<file path="config.mk">
export PLATFORM = sky130hd
export DESIGN_NAME = bram_boot_sequencer
export DESIGN_NICKNAME = d
export VERILOG_FILES = /design/src/rtl/bram_boot_sequencer.sv
export SDC_FILE = /design/constraint.sdc
export NUM_CORES = 1
export LEC_CHECK = 0
export ABC_AREA = 1
export ABC_CLOCK_PERIOD_IN_PS = 2290
export BUFFER_PORTS_ARGS = -buffer_cell sky130_fd_sc_hd__buf_4
export CAP_MARGIN = 20
export CELL_PAD_IN_SITES_DETAIL_PLACEMENT = 1
export CELL_PAD_IN_SITES_GLOBAL_PLACEMENT = 2
export CORE_MARGIN = 4
export CORE_UTILIZATION = 15
export DETAILED_ROUTE_END_ITERATION = 6
export HOLD_SLACK_MARGIN = 0.1
export PLACE_DENSITY_LB_ADDON = 0.08
export REMOVE_ABC_BUFFERS = 1
export SLEW_MARGIN = 40
export SYNTH_ARGS = -nofsm -noshare
export SYNTH_HDL_FRONTEND = slang
export SYNTH_SLANG_ARGS = --single-unit
</file>
<file path="constraint.sdc">
create_clock -name clk -period 2.29 [get_ports clk]
set_input_delay 0.458 -clock clk [delete_from_list [all_inputs] [get_ports clk]]
set_output_delay 0.458 -clock clk [all_outputs]
set_load 0.02 [all_outputs]
</file>
<file path="src/rtl/bram_boot_sequencer.sv">
// Boot/run controller: streams a program image into BRAM port A with the core held in reset,
// then releases the core onto port A and flags completion on a write to the DONE address.
module bram_boot_sequencer #(
    parameter int ADDR_WIDTH      = 10,
    parameter int NB_COL          = 4,
    parameter int COL_WIDTH       = 8,
    parameter int RST_HOLD_CYCLES = 8,
    parameter int DONE_ADDR       = 1023
) (
    input  logic                          clk,
    input  logic                          reset,
    input  logic                          s_valid,
    output logic                          s_ready,
    input  logic [NB_COL*COL_WIDTH-1:0]   s_data,
    input  logic                          s_last,
    input  logic [ADDR_WIDTH-1:0]         i_core_addr,
    input  logic [NB_COL*COL_WIDTH-1:0]   i_core_wr_data,
    input  logic [NB_COL-1:0]             i_core_wr_en,
    output logic [NB_COL*COL_WIDTH-1:0]   o_core_rd_data,
    output logic [ADDR_WIDTH-1:0]         o_bram_addr,
    output logic [NB_COL*COL_WIDTH-1:0]   o_bram_wr_data,
    output logic [NB_COL-1:0]             o_bram_wr_en,
    input  logic [NB_COL*COL_WIDTH-1:0]   i_bram_rd_data,
    output logic                          o_core_reset,
    output logic                          o_done,
    output logic                          o_load_err
);

    // state  | meaning
    // LOAD   | accepting image beats into BRAM, core held in reset
    // HOLD   | image loaded, core reset held for RST_HOLD_CYCLES
    // RUN    | core owns port A, watching for the DONE write
    // DONE   | program finished, core back in reset, port A writes blocked
    localparam logic [1:0] S_LOAD = 2'd0;
    localparam logic [1:0] S_HOLD = 2'd1;
    localparam logic [1:0] S_RUN  = 2'd2;
    localparam logic [1:0] S_DONE = 2'd3;

    localparam int HW = (RST_HOLD_CYCLES > 1) ? $clog2(RST_HOLD_CYCLES) : 1;
    localparam logic [HW-1:0]         HOLD_LAST = HW'(RST_HOLD_CYCLES - 1);
    localparam logic [ADDR_WIDTH-1:0] ADDR_MAX  = '1;
    localparam logic [ADDR_WIDTH-1:0] DONE_A    = ADDR_WIDTH'(DONE_ADDR);

    logic [1:0]            state_q, state_d;
    logic [ADDR_WIDTH-1:0] load_addr_q, load_addr_d;
    logic [HW-1:0]         hold_cnt_q, hold_cnt_d;
    logic                  core_reset_q, core_reset_d;
    logic                  done_q, done_d;
    logic                  load_err_q, load_err_d;

    always_comb begin
        state_d        = state_q;
        load_addr_d    = load_addr_q;
        hold_cnt_d     = hold_cnt_q;
        core_reset_d   = core_reset_q;
        done_d         = done_q;
        load_err_d     = load_err_q;
        s_ready        = 1'b0;
        o_bram_addr    = load_addr_q;
        o_bram_wr_data = s_data;
        o_bram_wr_en   = '0;

        case (state_q)
            S_LOAD: begin
                s_ready = 1'b1;
                if (s_valid) begin
                    o_bram_wr_en = '1;
                    // The top word ends the load even without s_last; the address never wraps.
                    if (s_last || load_addr_q == ADDR_MAX) begin
                        state_d    = S_HOLD;
                        hold_cnt_d = '0;
                        if (!s_last) load_err_d = 1'b1;
                    end
                    if (load_addr_q != ADDR_MAX) load_addr_d = load_addr_q + ADDR_WIDTH'(1);
                end
            end
            S_HOLD: begin
                core_reset_d = 1'b1;
                if (hold_cnt_q == HOLD_LAST) begin
                    state_d      = S_RUN;
                    core_reset_d = 1'b0;
                end else begin
                    hold_cnt_d = hold_cnt_q + HW'(1);
                end
            end
            S_RUN: begin
                o_bram_addr    = i_core_addr;
                o_bram_wr_data = i_core_wr_data;
                o_bram_wr_en   = i_core_wr_en;
                if ((|i_core_wr_en) && i_core_addr == DONE_A) begin
                    state_d      = S_DONE;
                    done_d       = 1'b1;
                    core_reset_d = 1'b1;
                end
            end
            S_DONE: begin
                o_bram_addr    = i_core_addr;
                o_bram_wr_data = i_core_wr_data;
            end
            default: state_d = S_LOAD;
        endcase
    end

    always_ff @(posedge clk) begin
        if (reset) begin
            state_q      <= S_LOAD;
            load_addr_q  <= '0;
            hold_cnt_q   <= '0;
            core_reset_q <= 1'b1;
            done_q       <= 1'b0;
            load_err_q   <= 1'b0;
        end else begin
            state_q      <= state_d;
            load_addr_q  <= load_addr_d;
            hold_cnt_q   <= hold_cnt_d;
            core_reset_q <= core_reset_d;
            done_q       <= done_d;
            load_err_q   <= load_err_d;
        end
    end

    assign o_core_rd_data = i_bram_rd_data;
    assign o_core_reset   = core_reset_q;
    assign o_done         = done_q;
    assign o_load_err     = load_err_q;

endmodule

</file>
# Word level (Yosys, flattened, before mapping)
# Index checks and enable logic that the tools add are counted.
classes:
  muxes: 17
  n_reduce_logical: 14
  bitwise: 1
  n_addsub: 2
  eq_ne: 12
ops:
  columns: ["cell", "n"]
  rows:
  - ["32-bit two-way mux", 1]
  - ["10-bit equality test (second input constant)", 2]
  - ["10-bit by 1-bit adder with 10-bit output (second input constant)", 1]
  - ["10-bit two-way mux", 1]
  - ["10-bit inequality test (second input constant)", 1]
  - ["2-bit inequality test (second input constant)", 5]
  - ["3-bit two-way mux", 3]
  - ["2-bit two-way mux", 4]
  - ["4-bit case mux with 2 select lines", 1]
  - ["4-bit AND reduction", 2]
  - ["2-bit case mux with 3 select lines", 1]
  - ["3-bit case mux with 2 select lines", 1]
  - ["5-bit AND reduction", 1]
  - ["2-bit equality test (second input constant)", 2]
  - ["4-bit two-way mux", 1]
  - ["2-bit AND reduction", 2]
  - ["2-bit nonzero test", 2]
  - ["4-bit OR reduction", 1]
  - ["3-bit by 1-bit adder with 3-bit output (second input constant)", 1]
  - ["3-bit equality test (second input constant)", 1]
  - ["1-bit two-way mux", 3]
  - ["3-bit AND reduction", 1]
  - ["3-bit nonzero test", 1]
  - ["2-bit by 1-bit equality test with 1-bit output (second input constant)", 1]
  - ["6 further kinds", 6]
totals:
  reg_bits: 18
  input_bits: 114
  wordCells: 52

# Depth between registers and ports, before layout
# Gate-level depths: netlist of run 1.
logic_depth:
  ltp_word: 5
  mapped_depth: 12

# Worst setup path before layout of run 1
# OpenSTA, ideal clock, no wires.
synth_timing:
  kind: "reg-to-reg"
  start: "register state_q[1]"
  end: "register load_addr_q[6]"
  path_buffers: 1
  path_stages_with_launch: 11
  path_slack_ns: 0.186
  arrival_time_ns: 1.986
  required_time_ns: 2.173
  period_less_slack_ns: 2.104
  setup_time_ns: 0.117
  path_cell_list: "dfxtp_1 > clkinv_1 > clkbuf_1 > ha_1 > nand2_1 > inv_1 > nand2_2 > nor2_1 > nand2_1 > o21ai_0 > nor2_1"
synth_via:
  elab_chain_cells: 2
synth_rtl:
  columns: ["element", "line", "text"]
  rows:
  - ["start, declared", "44", "logic [1:0] state_q, state_d;"]
  - ["start signal, assigned", "113", "state_q <= state_d;"]
  - ["2-bit zero test", "63", "case (state_q)"]
  - ["3-bit AND reduction (no line)", null, null]
  - ["end signal, assigned", "114", "load_addr_q <= load_addr_d;"]
  - ["end, declared", "45", "logic [ADDR_WIDTH-1:0] load_addr_q, load_addr_d;"]
# Every way passes these cells.
# A chain may end at the register's enable or synchronous reset.

# Worst setup path in the final report of run 1
layout_timing:
  start: "register state_q[1]"
  end: "output o_bram_wr_data[31]"
layout_via:
  elab_chain_cells: 3
layout_rtl:
  columns: ["element", "line", "text"]
  rows:
  - ["2-bit equality test", "63", null]
  - ["2-bit OR reduction (no line) (*)", null, null]
  - ["32-bit two-way mux (*)", "63", null]
  - ["end, declared", "21", "output logic [NB_COL*COL_WIDTH-1:0] o_bram_wr_data,"]
# Mark *: on every way between the ends. The rest lies on a longest branch, timed or not.

==> flow_metrics.tcl, run 1 <==
set metrics [dict create \
    antenna_cells 0 \
    synth_cell_types 29 \
    fin_crit_sh_pct 95.1 \
    path_clk_slew_ns 0.06 \
    core_area_sq_um 12100 \
    syn-instance-count 333 \
    pre_cts_ws_ns 0.234 \
    start_util_pct 15.5 \
    rows 40 \
    slew_headroom_pct 66.7 \
    dieHeight_microns 120 \
    rsz0062_at_grt "no" \
    crit_top_cell "buf_4" \
    clock_skew_ns 0.00335 \
    cts_post_setup_buffers_inserted 0 \
    crit_path_max_fanout 10 \
    io_buffers 131 \
    stdcell_area_sq_um 2910 \
    synth_edf_count 0 \
    required_ns 1.83 \
    clock_tree.buffer_depth 2 \
    grt_max_degree 36 \
    syn_area_sq_um 1870 \
    p_leak_nw 1.57 \
    rrSetupSlack_ns 0.35 \
    postCtsHoldBufs 0 \
    r2r-end "load_addr_q[6]$_SDFFE_PP0P_" \
    gp_congestion 0.710 \
    dp_hpwl_microns 7860 \
    gr-total-overflow 0 \
    slowest_stage "mux2_2" \
    io_pins 196 \
    cts_tree "yes" \
    peakVddDrop_mv 0.324 \
    grt_pass1_vias 2357 \
    antenna_found_initial 0 \
    power.density_nw_per_um2 1100 \
    cts_sinks 18 \
    wl_per_cell_microns 15.8 \
    clock_latency_ns 0.25 \
    ant_nets 0 \
    async_flop_share_pct 0 \
    setup_violations 0 \
    ys_seq_area_share_pct 19.2 \
    fmax_mhz 459 \
    grt_usage_pct 12.6 \
    die_area_sq_um 14300 \
    drive_gt1_share_pct 35.7 \
    power_mw 3.20 \
    drc_errors 0 \
    min-delay-start "reset" \
    die_w_microns 120 \
    hp-class "in2reg" \
    timing.final.ws_setup_ns 0.113 \
    via_count 2364 \
    fin_cells 599 \
    syn2layout_area_growth_pct 55.3 \
    cp-start-kind "flip-flop" \
    hold_path_end "load_addr_q[9]$_SDFFE_PP0P_" \
    r2r-start "state_q[0]$_SDFFE_PP0P_" \
    htree_num_levels 1 \
    synth_ff_type "dfxtp_1" \
    status "complete, no violations" \
    drtIter0Drc 140 \
    crit_type "reg2out" \
    routed_via_density 3.95 \
    max-cap-violations 0 \
    worstMarginPinSlew_ns 0.500 \
    slew_viol_final 0 \
    end_kind "output pin" \
    nNetsFinal 555 \
    placed_cell_area_sq_um 2820 \
    avgSynthCellArea_sq_um 5.63 \
    cts_buffers 3 \
    cp_cell_sequence "buf_4 > ha_1 > nor2_2 > mux2_2 > buf_4" \
    worstPathArrival_ns 1.72 \
    dpl.cell_count 595 \
    yosysWarnings 0 \
    routed_wl_microns 9440 \
    worstHoldPathCells 2 \
    grt_pass1_wl_microns 14100 \
    ys_seq_elements 18 \
    final_hold_viol_count 0 \
    period_minus_slack_ns 2.18 \
    cts_root_buf "clkbuf_16" \
    ff2ff_path_depth 9 \
    drt_pass1_iterations 4 \
    cpPeakStageDelay_ns 0.37 \
]
==> cells in the mapped netlist (all sizes together) (2+ instances only) <==
master  number  area share, %
a21oi        7            1.9
nor3         4            1.1
nand4        2           0.67
buf         34             14
nor2        30            6.1
nand3        9            2.7
ha           9            6.0
dfxtp       18             19
clkbuf       8            1.6
nand2      157             33
o21ai       16            4.3
inv         29            5.9
==> how the worst max path moves through the flow <==
| stage | start | endpoint | slack, ns |
|---|---|---|---|
| floorplan | state_q[1]$_SDFFE_PP0P_ | load_addr_q[8]$_SDFFE_PP0P_ | -1.12 |
| global placement | state_q[0]$_SDFFE_PP0P_ | o_bram_wr_data[31] | 0.27 |
| detailed placement | state_q[0]$_SDFFE_PP0P_ | o_bram_wr_data[31] | 0.23 |
| CTS | state_q[0]$_SDFFE_PP0P_ | o_bram_wr_data[31] | 0.05 |
| global route | state_q[0]$_SDFFE_PP0P_ | load_addr_q[6]$_SDFFE_PP0P_ | 0.04 |
| finish | state_q[1]$_SDFFE_PP0P_ | o_bram_wr_data[31] | 0.11 |
==> cells in the final DEF, fill, tap and decap left out, types with 2 or more instances in the layout <==
cell,instances
a21oi_1,7
buf_4,136
clkbuf_16,3
dfxtp_1,16
dfxtp_2,2
ha_1,9
inv_1,28
nand2_1,152
nand2_2,3
nand2_4,2
nand3_1,8
nand4_1,2
nor2_1,28
nor2_2,2
nor3_1,4
o21ai_0,15
==> repair_timing <==
item	4_1_cts	5_1_grt
pin swaps	0	0
resized for setup	1	1
endpoints found under the setup margin	1	2
==> critical path, delay by kind of cell (launching register included) <==
kind                       cells  cell delay [ns]
buffers and inverters          2             0.33
DFF                            1             0.34
adders and majority gates      1             0.21
muxes                          1             0.37
and+or+nand+nor                1             0.22
==> where the power goes <==
group          internal, mW  switching (mW)  leakage (nW)
Combinational         0.898            1.46          1.38
Clock                 0.266           0.133        0.0442
Sequential            0.382          0.0589         0.147
Total                  1.55            1.66          1.57
==> metrics by stage <==
step,hold WS (ns),util (%),setup TNS (ns)
floorplan,0.466,-,-38.34
global placement,0.440,23.3,0
detailed placement,0.449,23.3,0
CTS,0.402,24.0,0
global route,0.404,24.0,0
finish,0.403,24.0,0
==> registers in the layout (all words and copies together), names as in the netlist <==
signal and flops:
load_addr_q 10, hold_cnt_q 3, state_q 2, o_core_reset 1, o_done 1, o_load_err 1
==> layer usage <==
layer  track usage, %  vias up  routed length (microns)
li1                 -     1181                        -
met1             17.9     1048                     4600
met2             16.8      133                     3590
met3             6.64        2                     1210
met4             1.93        0                       39
met5                0        -                        0
==> layout make-up <==
class | instances | area (sq um)
multi-input cells | 243 | 1110
well taps | 168 | 210
repair buffers | 136 | 1020
flip-flops and latches | 18 | 363
inverters | 30 | 115
fillers | 1578 | 9200
clock buffers | 4 | 88.8
==> logic make-up after synthesis <==
kind of cell             count (synthesis)  share of synthesized area, %
AO/OA/AOI/OAI                           26                          7.28
XOR/XNOR                                 1                         0.467
adder cells (fa/ha/maj)                  9                          6.01
buffers and inverters                   72                          21.6
flip-flops                              18                          19.2
multiplexers                             1                         0.601
AND/OR/NAND/NOR                        206                          44.9
Power figures use the tool's default switching activity.
==> inputs of run 2 (changes only) <==
--- a/config.mk
+++ b/config.mk
@@ -15,9 +15,10 @@
 export CORE_UTILIZATION = 15
 export DETAILED_ROUTE_END_ITERATION = 6
 export HOLD_SLACK_MARGIN = 0.1
-export PLACE_DENSITY_LB_ADDON = 0.08
+export PLACE_DENSITY = 0.93
 export REMOVE_ABC_BUFFERS = 1
-export SLEW_MARGIN = 40
+export SETUP_SLACK_MARGIN = 0.15
+export SLEW_MARGIN = 30
 export SYNTH_ARGS = -nofsm -noshare
 export SYNTH_HDL_FRONTEND = slang
 export SYNTH_SLANG_ARGS = --single-unit
==> flow_metrics.tcl, run 2 (synthesis results as in run 1) <==
set metrics [dict create \
    gr-total-overflow 0 \
    clock_latency_ns 0.26 \
    drt_pass1_iterations 4 \
    pre_cts_ws_ns 0.351 \
    peakVddDrop_mv 0.285 \
    cp-start-kind "flip-flop" \
    crit_type "reg2out" \
    io_pins 196 \
    grt_max_degree 36 \
    p_leak_nw 1.57 \
    hp-class "in2reg" \
    slew_viol_final 0 \
    largest_reg_flops 10 \
    period_minus_slack_ns 2.02 \
    routed_wl_microns 8780 \
    cts_root_buf "clkbuf_16" \
    ant_nets 0 \
    routed.top_layer "met4" \
    cts_buffers 3 \
    nNetsFinal 554 \
    reg_top3 "load_addr_q: 10 flops, hold_cnt_q: 3 flops, state_q: 2 flops" \
    clock_skew_ns 0.00409 \
    via_count 2350 \
    clock_tree.buffer_depth 2 \
    path_clk_slew_ns 0.06 \
    placed_cell_area_sq_um 2810 \
    stdcell_area_sq_um 2910 \
    top_register "load_addr_q" \
    grt_usage_pct 11.6 \
    status "complete, no violations" \
    power.density_nw_per_um2 1100 \
    antenna_cells 0 \
    final_common_cell "nand2_1" \
    end_kind "output pin" \
    grt_pass1_wl_microns 13200 \
    dp_hpwl_microns 7370 \
    gp_congestion 0.809 \
    crit_path_max_fanout 6 \
    grt_pass1_vias 2513 \
    drive_gt1_share_pct 35.6 \
    final_hold_viol_count 0 \
    antenna_found_initial 0 \
    fin_crit_sh_pct 88.4 \
    syn2layout_area_growth_pct 55.3 \
    drt-met1-wl_microns 3320 \
    cts_tree "yes" \
    routed-wl-met3_microns 929 \
    required_ns 1.83 \
    worstPathArrival_ns 1.57 \
    fillCellCount 1594 \
    start_util_pct 15.5 \
    timing.final.ws_setup_ns 0.266 \
    core_area_sq_um 12100 \
    dpl.cell_count 594 \
    drtIter0Drc 59 \
    setup_violations 0 \
    cts_sinks 18 \
    rsz0062_at_grt "no" \
    die_area_sq_um 14300 \
    die_w_microns 120 \
    power_mw 3.19 \
    max-cap-violations 0 \
    wl_met2_microns 4430 \
    io_buffers 131 \
    htree_num_levels 1 \
    routed_via_density 3.93 \
    dieHeight_microns 120 \
    rows 40 \
    drc_errors 0 \
    tns_ns 0 \
    mostFrequentLayoutCells "152 x nand2_1, 135 x buf_4, 28 x inv_1, 28 x nor2_1, 16 x dfxtp_1" \
    fmax_mhz 494 \
    fin_cells 598 \
    cts_post_setup_buffers_inserted 0 \
    wl_per_cell_microns 14.7 \
    worstMarginPinSlew_ns 0.440 \
    slew_headroom_pct 70.7 \
]
==> run 2: area by class of cell <==
type	count	area [sq um]	area share (%)
clock buffer	4	88.8	3.05
inverter	30	115	3.96
multi-input combinational	243	1120	38.4
sequential	18	365	12.6
tap	168	210	7.22
timing repair buffer	135	1010	34.8
==> run 2: report_power, final <==
group / total [mW] / internal, mW / switching (mW)
Clock: 0.402 / 0.267 / 0.135
Sequential: 0.446 / 0.385 / 0.0611
Combinational: 2.34 / 0.895 / 1.45
==> run 2: worst paths after layout <==
path / slack (ns) / cells past startpoint / from / to
worst max-delay path: 0.27 / 5 / state_q[0]$_SDFFE_PP0P_ / o_bram_wr_data[31]
worst min register to register: 0.45 / 2 / o_done$_SDFFE_PP0P_ / o_done$_SDFFE_PP0P_
worst max register to register: 0.40 / 10 / state_q[1]$_SDFFE_PP0P_ / hold_cnt_q[0]$_SDFFE_PP0P_
worst min-delay path: 0.39 / 2 / reset / load_addr_q[5]$_SDFFE_PP0P_
==> run 2: per-layer routing <==
metal | GRT usage, % | vias to the layer above
li1 | - | 1183
met1 | 12.2 | 1060
met2 | 20.4 | 98
met3 | 6.41 | 9
met4 | 1.93 | 0
met5 | 1.10 | -
==> run 2: repair_timing <==
item / CTS / global route
setup endpoints to repair: 1 / 1
hold buffers: 0 / 0
resized for setup: 1 / 3
==> run 2: worst max-delay path, cell delays in order (launching register included) <==
cell and delay, ns:
dfxtp_4 0.38, inv_1 0.07, ha_1 0.23, nor2_4 0.14
mux2_2 0.34, buf_4 0.16
==> run 2: metrics by stage <==
stage               utilization [%]  hold WS (ns)
detailed placement             23.2         0.450
finish                         24.0         0.393
global route                   24.0         0.401
floorplan                         -         0.466
CTS                            23.9         0.396
global placement               23.2         0.443
==> inputs of run 3 (changes only) <==
--- a/config.mk
+++ b/config.mk
@@ -7,11 +7,10 @@
 export LEC_CHECK = 0
 export ABC_AREA = 1
 export ABC_CLOCK_PERIOD_IN_PS = 2290
-export BUFFER_PORTS_ARGS = -buffer_cell sky130_fd_sc_hd__buf_4
+export BUFFER_PORTS_ARGS = -buffer_cell sky130_fd_sc_hd__buf_2
 export CAP_MARGIN = 20
 export CELL_PAD_IN_SITES_DETAIL_PLACEMENT = 1
 export CELL_PAD_IN_SITES_GLOBAL_PLACEMENT = 2
-export CORE_MARGIN = 4
 export CORE_UTILIZATION = 15
 export DETAILED_ROUTE_END_ITERATION = 6
 export HOLD_SLACK_MARGIN = 0.1
==> flow_metrics.tcl, run 3 (synthesis results as in run 1) <==
set metrics [dict create \
    status "complete, no violations" \
    worstPathArrival_ns 1.60 \
    worstMarginPinSlew_ns 0.465 \
    grt_pass1_vias 2335 \
    postCtsHoldBufs 0 \
    cp_top_family "flip-flops" \
    drtIter0Drc 41 \
    io_buffers 131 \
    crit_cells 5 \
    clock_latency_ns 0.25 \
    start_util_pct 15.5 \
    peakVddDrop_mv 0.268 \
    seq_power_share_pct 15.4 \
    gr-total-overflow 0 \
    end_kind "output pin" \
    cp_cell_sequence "inv_1 > ha_1 > nor2_2 > mux2_2 > buf_2" \
    clock_tree.buffer_depth 2 \
    timing.final.ws_setup_ns 0.232 \
    antenna_cells 0 \
    top_register "load_addr_q" \
    drc_errors 0 \
    slowest_stage "dfxtp_2" \
    cts_sinks 18 \
    r2r-start "state_q[1]$_SDFFE_PP0P_" \
    mostFrequentLayoutCells "152 x nand2_1, 131 x buf_2, 28 x inv_1, 28 x nor2_1, 16 x dfxtp_1" \
    pre_cts_ws_ns 0.361 \
    cp-start-kind "flip-flop" \
    rows 40 \
    crit_buf_inv 2 \
    cp-endpoint "o_bram_wr_data[31]" \
    dp_hpwl_microns 6760 \
    largest_reg_flops 10 \
    drive_gt1_share_pct 35.6 \
    die_w_microns 114 \
    fin_crit_sh_pct 89.9 \
    final_common_cell "nand2_1" \
    p_sw_mw 1.58 \
    intPower_mw 1.30 \
    power_mw 2.88 \
    hp-class "in2reg" \
    slew_viol_final 0 \
    crit_type "reg2out" \
    cpPeakStageDelay_ns 0.39 \
    min-delay-start "reset" \
    dieHeight_microns 114 \
    power.density_nw_per_um2 1120 \
    nNetsFinal 554 \
    rrSetupSlack_ns 0.37 \
    io_pins 196 \
    antenna_found_initial 1 \
    cts_buffers 3 \
    wl_per_cell_microns 13.2 \
    core_area_sq_um 12100 \
    grt_max_degree 36 \
    ant_nets 0 \
    setup_violations 0 \
    slew_headroom_pct 69.0 \
    critPathLaunch "state_q[0]$_SDFFE_PP0P_" \
    htree_num_levels 1 \
    max-cap-violations 0 \
    period_minus_slack_ns 2.06 \
    die_area_sq_um 12900 \
    gp_congestion 0.764 \
    ff2ff_path_depth 9 \
    final_hold_viol_count 0 \
    cts_root_buf "clkbuf_16" \
    crit_path_max_fanout 6 \
    routed_wl_microns 7890 \
    path_clk_slew_ns 0.05 \
    drt_pass1_iterations 4 \
    r2r-end "hold_cnt_q[2]$_SDFFE_PP0P_" \
    cts_tree "yes" \
    rsz0062_at_grt "no" \
    clock_skew_ns 0.00242 \
    required_ns 1.83 \
    reg_top3 "load_addr_q: 10 flops, hold_cnt_q: 3 flops, state_q: 2 flops" \
    p_leak_nw 1.46 \
    syn2layout_area_growth_pct 37.4 \
    p_comb_share_pct 70.9 \
    via_count 2361 \
    grt_usage_pct 11.8 \
    grt_pass1_wl_microns 12000 \
    routed_via_density 3.95 \
    fmax_mhz 486 \
    p_clk_share_pct 13.7 \
    p_sw_share_pct 54.8 \
]
-- run 3: cell counts in the layout (fill, tap and decap cells not counted) --
Identical to the previous run, type by type.
-- run 3: worst min-delay path by stage --
stage	endpoint	cells after the start	slack [ns]
finish	load_addr_q[9]$_SDFFE_PP0P_	2	0.44
floorplan	load_addr_q[9]$_SDFFE_PP0P_	2	0.47
CTS	load_addr_q[9]$_SDFFE_PP0P_	2	0.44
global route	load_addr_q[9]$_SDFFE_PP0P_	2	0.46
detailed placement	o_load_err$_SDFFE_PP0P_	1	0.45
global placement	o_done$_SDFFE_PP0P_	2	0.44
-- run 3: final cells by class --
| cell class | instances | area, sq um |
|---|---|---|
| fillers | 1619 | 9540 |
| multi-input cells | 243 | 1110 |
| repair buffers | 135 | 686 |
| flip-flops and latches | 18 | 363 |
| well taps | 168 | 210 |
| inverters | 30 | 115 |
| clock buffers | 4 | 88.8 |
-- run 3: metal layers --
metal	track usage, %	wire [microns]	up-vias
met5	1.57	12	-
met4	2.34	55	2
met3	6.16	899	6
met2	20.0	3900	107
met1	13.2	3020	1066
li1	-	-	1180
-- run 3: metrics by stage --
stage               area, sq um  std cells  util (%)  hold slack (ns)  setup TNS (ns)
detailed placement         2480        594      20.5            0.455               0
global placement           2480        594      20.5            0.444               0
global route               2570        598      21.3            0.461               0
finish                     2570        598      21.3            0.440               0
CTS                        2570        598      21.3            0.438               0
floorplan                  1590        291         -            0.466          -38.34
-- run 3: power by group through the flow --
| stage | registers, mW | logic [mW] | clock network [mW] |
|---|---|---|---|
| after global routing | 0.453 | 2.28 | 0.410 |
| after global placement | 0.443 | 2.01 | 0 |
| after floorplan | 0.508 | 1.27 | 0 |
| after detailed placement | 0.450 | 2.08 | 0 |
| final | 0.444 | 2.04 | 0.394 |
| after CTS | 0.444 | 2.09 | 0.402 |
-- run 3: what timing repair did --
item / CTS / global route
setup endpoints to repair: 1 / 0
setup buffers: 0 / 0
gates resized for setup: 2 / 0
